## src/rtl/hazard_fwd_unit.sv

```systemverilog
// hazard_fwd_unit
// ---------------
// Forwarding and hazard unit for a 5-stage pipeline (IF ID EX MEM WB).
//
// The unit compares the ID-stage source registers against the producer in EX
// (distance 1) and against its own shadow copy of the EX/MEM slot
// (distance 2). It uses that comparison to:
//   - produce registered forwarding controls for the instruction that enters
//     EX on the next clock;
//   - request a one-cycle stall/bubble for a load-use hazard, or when the two
//     operands would need two different forwarded values. There is only one
//     fwd_res path, so it cannot carry two values at once.
// The register file writes through, so WB-stage producers are never
// forwarded.
//
// Parameters:
//   DW  - datapath width
//   RAW - register address width
//
// Ports:
//   clk, rst         - rising-edge clock, asynchronous active-high reset
//   id_valid         - ID holds a live instruction
//   id_rs1, id_rs2   - ID source registers
//   id_use_rs1/rs2   - ID instruction actually reads rs1 / rs2 as ALU operands
//   ex_valid         - EX holds a live instruction
//   ex_write_reg     - EX destination register
//   ex_reg_wrenable  - EX instruction writes a register
//   ex_mem_to_reg    - EX instruction is a load
//   ex_alu_res       - EX ALU result
//   mem_rdata        - data-memory read data, valid during MEM
//   flush            - kill the ID instruction (taken branch/jump)
//   stall            - hold PC and IF/ID (combinational)
//   bubble           - load a NOP into ID/EX (combinational, equals stall)
//   fwd_a, fwd_b     - EX op1 / op2 take fwd_res (registered)
//   fwd_res          - forwarded value (registered)
//
// Optional feature, macro HAZARD_STATS_EN:
//   stats_clr        - synchronous clear of stall_count, wins over increment
//   stall_count      - saturating count of stalled cycles

module hazard_fwd_unit #(
    parameter int DW  = 32,
    parameter int RAW = 5
) (
    input  logic           clk,
    input  logic           rst,
    input  logic           id_valid,
    input  logic [RAW-1:0] id_rs1,
    input  logic [RAW-1:0] id_rs2,
    input  logic           id_use_rs1,
    input  logic           id_use_rs2,
    input  logic           ex_valid,
    input  logic [RAW-1:0] ex_write_reg,
    input  logic           ex_reg_wrenable,
    input  logic           ex_mem_to_reg,
    input  logic [DW-1:0]  ex_alu_res,
    input  logic [DW-1:0]  mem_rdata,
    input  logic           flush,
`ifdef HAZARD_STATS_EN
    input  logic           stats_clr,
    output logic [15:0]    stall_count,
`endif
    output logic           stall,
    output logic           bubble,
    output logic           fwd_a,
    output logic           fwd_b,
    output logic [DW-1:0]  fwd_res
);

    // Shadow of the EX/MEM pipeline slot.
    logic           m_v;
    logic           m_we;
    logic [RAW-1:0] m_dst;
    logic           m_load;
    logic [DW-1:0]  m_val;

    logic [DW-1:0]  dist2_val;
    logic           rs1_nz;
    logic           rs2_nz;
    logic           d1_1;
    logic           d1_2;
    logic           d2_1;
    logic           d2_2;
    logic           need_a;
    logic           need_b;
    logic           same_match;
    logic           load_use;
    logic           conflict;
    logic           hold_fwd;

    // The shadow slot follows EX unconditionally. A bubble shows up here as
    // ex_valid=0, so a stalled consumer sees its producer move one stage on.
    always_ff @(posedge clk or posedge rst) begin
        if (rst) begin
            m_v    <= 1'b0;
            m_we   <= 1'b0;
            m_dst  <= '0;
            m_load <= 1'b0;
            m_val  <= '0;
        end else begin
            m_v    <= ex_valid;
            m_we   <= ex_reg_wrenable;
            m_dst  <= ex_write_reg;
            m_load <= ex_mem_to_reg;
            m_val  <= ex_alu_res;
        end
    end

    // A load in MEM only has its value on the memory read port.
    assign dist2_val = m_load ? mem_rdata : m_val;

    // Operand matching. x0 is hard-wired zero and never forwarded. When the
    // same register is produced in both EX and MEM, the EX producer is younger
    // and wins.
    assign rs1_nz = (id_rs1 != '0);
    assign rs2_nz = (id_rs2 != '0);

    assign d1_1 = id_use_rs1 & rs1_nz & ex_valid & ex_reg_wrenable & (ex_write_reg == id_rs1);
    assign d1_2 = id_use_rs2 & rs2_nz & ex_valid & ex_reg_wrenable & (ex_write_reg == id_rs2);
    assign d2_1 = id_use_rs1 & rs1_nz & m_v & m_we & (m_dst == id_rs1) & ~d1_1;
    assign d2_2 = id_use_rs2 & rs2_nz & m_v & m_we & (m_dst == id_rs2) & ~d1_2;

    assign need_a = d1_1 | d2_1;
    assign need_b = d1_2 | d2_2;

    // Both operands can share fwd_res only when they read the same register
    // from the same producer.
    assign same_match = ((d1_1 & d1_2) | (d2_1 & d2_2)) & (id_rs1 == id_rs2);
    assign conflict   = need_a & need_b & ~same_match;

    // A load in EX has no data yet. After one stall it sits in MEM and is
    // forwarded from mem_rdata.
    assign load_use = (d1_1 | d1_2) & ex_mem_to_reg;

    // Flush kills the ID instruction, so it never stalls.
    assign stall  = id_valid & ~flush & (load_use | conflict);
    assign bubble = stall;

    assign hold_fwd = stall | flush | ~id_valid;

    // Forwarding controls are registered, so they line up with the ID
    // instruction as it enters EX on the next cycle. fwd_res keeps its last
    // value whenever nothing new is selected.
    always_ff @(posedge clk or posedge rst) begin
        if (rst) begin
            fwd_a   <= 1'b0;
            fwd_b   <= 1'b0;
            fwd_res <= '0;
        end else if (hold_fwd) begin
            fwd_a   <= 1'b0;
            fwd_b   <= 1'b0;
        end else begin
            fwd_a <= need_a;
            fwd_b <= need_b;
            if (d1_1 | d1_2) begin
                fwd_res <= ex_alu_res;
            end else if (d2_1 | d2_2) begin
                fwd_res <= dist2_val;
            end
        end
    end

`ifdef HAZARD_STATS_EN
    // Saturating stall counter. stats_clr wins over an increment in the same
    // cycle.
    always_ff @(posedge clk or posedge rst) begin
        if (rst) begin
            stall_count <= 16'd0;
        end else if (stats_clr) begin
            stall_count <= 16'd0;
        end else if (stall && (stall_count != 16'hFFFF)) begin
            stall_count <= stall_count + 16'd1;
        end
    end
`endif

endmodule

```

## config.mk

```make
export PLATFORM = sky130hd
export DESIGN_NAME = hazard_fwd_unit
export DESIGN_NICKNAME = d
export VERILOG_FILES = /design/src/rtl/hazard_fwd_unit.sv
export SDC_FILE = /design/constraint.sdc
export NUM_CORES = 1
export LEC_CHECK = 0
export ABC_AREA = 1
export BUFFER_PORTS_ARGS = -buffer_cell sky130_fd_sc_hd__buf_2
export CORE_ASPECT_RATIO = 1.5
export CORE_MARGIN = 2
export CORE_UTILIZATION = 49
export DETAILED_ROUTE_END_ITERATION = 7
export GPL_TIMING_DRIVEN = 0
export HOLD_SLACK_MARGIN = 0.02
export PLACE_DENSITY = 0.81
export SLEW_MARGIN = 20
export SYNTH_ARGS = -nofsm -noshare
export SYNTH_HDL_FRONTEND = slang
export SYNTH_SLANG_ARGS = --single-unit
```

## constraint.sdc

```tcl
create_clock -name clk -period 5.45 [get_ports clk]
set_input_delay 0.8175 -clock clk [delete_from_list [all_inputs] [get_ports clk]]
set_output_delay 0.8175 -clock clk [all_outputs]
set_load 0.05 [all_outputs]
```

==> reports/qor.yml, run 1 <==
detail_route.wirelength_um: 9050
drv_slew: 0
place_ws_ns: 2.14
seq_area_frac_synth_pct: 52.1
dr.pass1.iters: 4
combPwrFrac_pct: 22.8
detail_route.vias_per_cell: 4.90
synth_area_leaders: "dfrtp_1, nand2_1, o21ai_0"
synth_top_area_share_pct: 52.1
dp.cells: 681
critPathKind: "primary input to primary output"
cts_root_buffer: "clkbuf_8"
arrival_ns: 2.51
ir_worst_vdd_uv: 165
p_sw_share_pct: 31.8
grt_pass1_wl_um: 14900
grt_max_degree: 39
period_share_pct: 61.0
yosysUniqueCellTypes: 19
clock_skew_ns: 0.00985
antenna_found_initial: 0
clk_latency_ns: 0.35
tns_ns: 0
nets: 700
synthFlopType: "dfrtp_1"
antennaDiodeCount: 0
synth_cells: 477
p_int_mw: 1.03
path_clk_slew_ns: 0.07
routedWlPerCell_um: 13.0
die_area_um2: 7970
gp_congestion: 0.903
io_pins: 124
hold_viol: 0
ant_nets: 0
grt_usage_pct: 24.2
cts_tree: "done"
final_core_util_pct: 63.7
cts_sinks: 74
cp-end-kind: "primary output"
cts_resized: 0
rsz0062_at_grt: "false"
drive_above_1_share_pct: 26.3
fmax_mhz: 301
start_kind: "primary input"
die_w_um: 73.5
yosysWarnings: 0
required_ns: 4.63
worstMarginPinSlew_ns: 0.475
areaGrowthSynthToFinish_pct: 27.9
instances_no_fill: 697
grt_pass1_vias: 3388
vias: 3417
power_density_nw_per_um2: 331
cts_buffers: 9
p_leak_nw: 2.61
synth_edf_count: 0
p_sw_mw: 0.479
htree_levels: 3
async_flop_share_pct: 100
hold_path.class: "register to register"
slew_headroom_pct: 68.3
die_h_um: 108
holdBufCountCts: 0
yosysTopAreaCell: "dfrtp_1"
maxCapViolations: 0
cts_setup_buffers: 0
synth-seq-cells: 74
start_util_pct: 49.8
syn_avg_cell_area_um2: 7.45
outcome: "completed"
finalCriticalPeriod_ns: 3.32
timing.hold.ws_ns: 0.473
power_frac_seq_pct: 41.8
grt_overflow: 0
core_area_um2: 7130
fin_ws_ns: 2.13
dp_hpwl_um: 6650
drc: 0
power_frac_clock_pct: 35.4
synth_nets: 565
fill_cells: 650
rows: 38
cts_buffer_depth: 2
drtIter0Drc: 167
crit_fanout: 5
syn_area_um2: 3550
setup_violations: 0
numPortBuffers: 123
## kinds of logic (layout without fill, tap and decap cells)
family / after synthesis / count (layout) / share of synthesized area [%]
AOI/OAI and AO/OA: 73 / 73 / 10.3
xor gates and xnor gates: 3 / 3 / 0.739
DFF: 74 / 74 / 52.1
and+or+nand+nor: 248 / 248 / 27.5
buffers and inverters: 79 / 219 / 9.33
## cells in the mapped netlist (2+ instances only)
cell type / number
buf_2: 7
nand2_1: 209
clkbuf_1: 7
inv_1: 51
xor2_1: 3
nor2_1: 21
nor3_1: 3
inv_2: 7
a21oi_1: 5
dfrtp_1: 74
nand3_2: 2
o21ai_0: 67
buf_6: 3
buf_1: 3
nand3_1: 11
## critical path: stages
cell	delay (ns)
buf_2	0.12
inv_1	0.06
nand2_1	0.08
o21ai_0	0.09
nor2_1	0.14
nand3_1	0.12
nand2_1	0.12
inv_2	0.03
nand2_1	0.06
nand3_2	0.11
a21boi_0	0.32
buf_4	0.17
buf_2	0.25
## state kept, by name, summed over array words and instances (netlist names)
| name | flops |
|---|---|
| fwd_a | 1 |
| fwd_b | 1 |
| fwd_res | 32 |
| m_dst | 5 |
| m_load | 1 |
| m_v | 1 |
| m_val | 32 |
| m_we | 1 |
## final timing paths
path | startpoint | cells past startpoint | slack, ns | to
max in group asynchronous | rst | 3 | 4.37 | m_val[23]$_DFF_PP0_
worst max-delay path | ex_write_reg[3] | 13 | 2.13 | stall
min in group asynchronous | rst | 2 | 0.49 | m_val[11]$_DFF_PP0_
worst min register to register | fwd_res[21]$_DFFE_PP0P_ | 2 | 0.47 | fwd_res[21]$_DFFE_PP0P_
worst max register to register | m_dst[4]$_DFF_PP0_ | 14 | 3.60 | fwd_res[5]$_DFFE_PP0P_
worst min-delay path | fwd_res[21]$_DFFE_PP0P_ | 2 | 0.47 | fwd_res[21]$_DFFE_PP0P_
## placed cells by master, fill, tap and decap left out, drive strengths merged
| cell type | count |
|---|---|
| o21ai | 67 |
| nand2 | 209 |
| nand4 | 1 |
| inv | 58 |
| buf | 138 |
| clkinvlp | 1 |
| nand3 | 13 |
| a21boi | 1 |
| xor2 | 3 |
| bufinv | 3 |
| a21oi | 5 |
| nor2 | 22 |
| nor3 | 3 |
| dfrtp | 74 |
| clkbuf | 19 |
## routing by layer
metal  wire [um]  up-vias  global-route usage [%]  part of all wire, %
met5           0        -                       0                    0
met4         208        0                    12.7                  2.3
met3         457       18                    4.10                  5.1
met2        4660      110                    41.5                   51
met1        3730     1564                    28.4                   41
li1            -     1725                       -                    -
## stage by stage
step	power (mW)	cell area, um2
final	1.50	4550
after global routing	1.57	4550
after CTS	1.51	4550
after detailed placement	0.983	4290
after global placement	0.973	4270
after floorplan	0.872	3550
## power groups by stage
stage | sequential (mW) | combinational, mW | clock (mW)
floorplan | 0.780 | 0.0921 | 0
global placement | 0.637 | 0.335 | 0
detailed placement | 0.640 | 0.343 | 0
CTS | 0.629 | 0.344 | 0.541
global route | 0.634 | 0.374 | 0.563
finish | 0.629 | 0.342 | 0.533
## cell type report
type | count | area (um2) | area share, %
repair buffers | 124 | 636 | 14.0
flip-flops and latches | 74 | 1850 | 40.7
clock inverters | 4 | 97.6 | 2.15
well taps | 80 | 100 | 2.20
clock buffers | 12 | 155 | 3.41
plain buffers | 21 | 114 | 2.50
inverters | 58 | 220 | 4.84
multi-input cells | 324 | 1370 | 30.2
(Power assumes the default switching activity.)
==> run 2: changes to the inputs <==
Settings changed: CORE_UTILIZATION 49 to 45, PLACE_DENSITY 0.81 to 0.78.
Clock period 5.45 ns to 2.8 ns, I/O delays scaled along.
==> reports/qor.yml, run 2 (synthesis gave the netlist of run 1 again) <==
outcome: "completed"
critPathSlowestCell: "dfrtp_1"
place_area_um2: 4320  # +0.64%
drc: 0  # unchanged
power_frac_clock_pct: 40.8  # +5.4 points
detail_route.vias_per_cell: 4.81  # -1.9%
p_int_mw: 2.24  # +120%
dp.cells: 703  # +3.2%
power_frac_seq_pct: 38.3  # -3.5 points
reg2reg_slack_ns: 1.03  # -2.57 ns
die_w_um: 76.6  # +4.1%
maxCapViolations: 0  # unchanged
cts_tree: "done"
clk_latency_ns: 0.33  # -0.02 ns
die_area_um2: 8640  # +8.5%
cts_resized: 0  # unchanged
layout_commonest_cell: "nand2_1"
p_sw_mw: 0.963  # +100%
cp-end-kind: "primary output"
grt_usage_pct: 21.7  # -2.5 points
grt_pass1_vias: 3337  # -1.5%
grt_pass1_wl_um: 14900  # about the same
cp_num_buf_inv: 4  # -1
final_core_util_pct: 61.0  # -2.8 points
hold_path.class: "primary input to async pin"
numPortBuffers: 123  # unchanged
clock_skew_ns: 0.00579  # -0.00406 ns
dr.pass1.iters: 5  # +1
ir_worst_vdd_uv: 566  # +240%
vias: 3458  # +1.2%
slowest_delay_ns: 0.35  # +0.03 ns
final_cell_mix: "nand2_1, buf_2, dfrtp_1"
io_pins: 124  # unchanged
slew_headroom_pct: 68.0  # -0.26 points
ant_nets: 0  # unchanged
p_sw_share_pct: 30.1  # -1.7 points
htree_levels: 3  # unchanged
hold_viol: 0  # unchanged
gp_congestion: 0.878  # -2.8%
instances_no_fill: 719  # +3.2%
drtIter0Drc: 184  # +10%
antennaDiodeCount: 0  # unchanged
antenna_found_initial: 0  # unchanged
fin_ws_ns: 0.326  # -1.80 ns
grt_overflow: 0  # unchanged
required_ns: 2.38  # -2.25 ns
cp_cell_sequence: "inv_1 -> nor2_1 -> nor3_1 -> nand3_1 -> nand2_1 -> nand2_1 -> inv_1 -> nand3_2 -> a21boi_1 -> buf_4 -> buf_2"
fill_cells: 721  # +11%
cts_setup_buffers: 0  # unchanged
fin_area_um2: 4670  # +2.7%
start_kind: "register"
path_clk_slew_ns: 0.06  # about the same
p_leak_nw: 2.66  # +1.9%
areaGrowthSynthToFinish_pct: 31.4
cts_sinks: 74  # unchanged
top_regs: "fwd_res: 32 flops, m_val: 32 flops, m_dst: 5 flops"
setup_violations: 0  # unchanged
combPwrFrac_pct: 20.9  # -1.9 points
detail_route.wirelength_um: 8930  # -1.3%
drive_above_1_share_pct: 26.4  # +0.16 points
power_density_nw_per_um2: 685  # +110%
multiInputGateArea_um2: 1370  # unchanged
cts_root_buffer: "clkbuf_16"
fmax_mhz: 404
start_util_pct: 46.4  # -3.4 points
critPathKind: "register to primary output"
drv_slew: 0  # unchanged
register_area_um2: 1850  # unchanged
crit_fanout: 4  # -1
cp_top_family: "simple AND/OR/NAND/NOR gates"
cts_buffer_depth: 2  # unchanged
grt_max_degree: 39  # unchanged
holdBufCountCts: 0  # unchanged
arrival_ns: 2.05  # -0.46 ns
core_area_um2: 7660  # +7.4%
worstMarginPinSlew_ns: 0.479  # +0.00397 ns
routedWlPerCell_um: 12.4  # -4.3%
cts_buffers: 9  # unchanged
finalCriticalPeriod_ns: 2.47
place_ws_ns: 0.385  # -1.76 ns
dp_hpwl_um: 6540  # -1.6%
rsz0062_at_grt: "false"
rows: 39  # +2.6%
period_share_pct: 88.3
power.total_mw: 3.20  # +110%
die_h_um: 113  # +4.2%
nets: 700  # unchanged
==> run 2: per-layer routing <==
metal	part of all wire (%)	vias up	GRT usage (%)
met4	2.3	0	10.2
met3	6.8	18	5.42
met5	0	-	0
met1	40	1587	25.4
met2	51	125	37.4
li1	-	1728	-
==> run 2: final timing paths <==
path                                          from                       to  cells after the start
hold reg to reg            fwd_res[10]$_DFFE_PP0P_  fwd_res[10]$_DFFE_PP0P_                      2
setup / recovery                m_dst[1]$_DFF_PP0_                    stall                     11
setup reg to reg                m_dst[1]$_DFF_PP0_   fwd_res[2]$_DFFE_PP0P_                     12
min in group clk                    ex_alu_res[22]      m_val[22]$_DFF_PP0_                      1
max in group asynchronous                      rst         m_load$_DFF_PP0_                      3
hold / removal                                 rst      m_val[13]$_DFF_PP0_                      2
==> run 2: cell type report <==
cell class / instances / share of cell area (%)
inverters: 58 / 4.72
multi-input cells: 324 / 29.4
clock buffers: 13 / 6.00
clock inverters: 3 / 1.47
well taps: 102 / 2.73
plain buffers: 21 / 2.44
repair buffers: 124 / 13.6
flip-flops and latches: 74 / 39.7
==> run 2: power groups by stage <==
stage	logic [mW]	registers, mW	clock network [mW]
after floorplan	0.179	1.52	0
after global placement	0.658	1.24	0
after detailed placement	0.669	1.24	0
after CTS	0.673	1.23	1.33
after global routing	0.723	1.24	1.38
final	0.668	1.22	1.31
==> run 2: per-stage QoR <==
step                      TNS (ns)  hold WS, ns
after detailed placement         0        0.461
after global placement      -30.12        0.458
final                            0        0.108
after floorplan                  0        0.451
after CTS                        0        0.125
after global routing             0        0.147
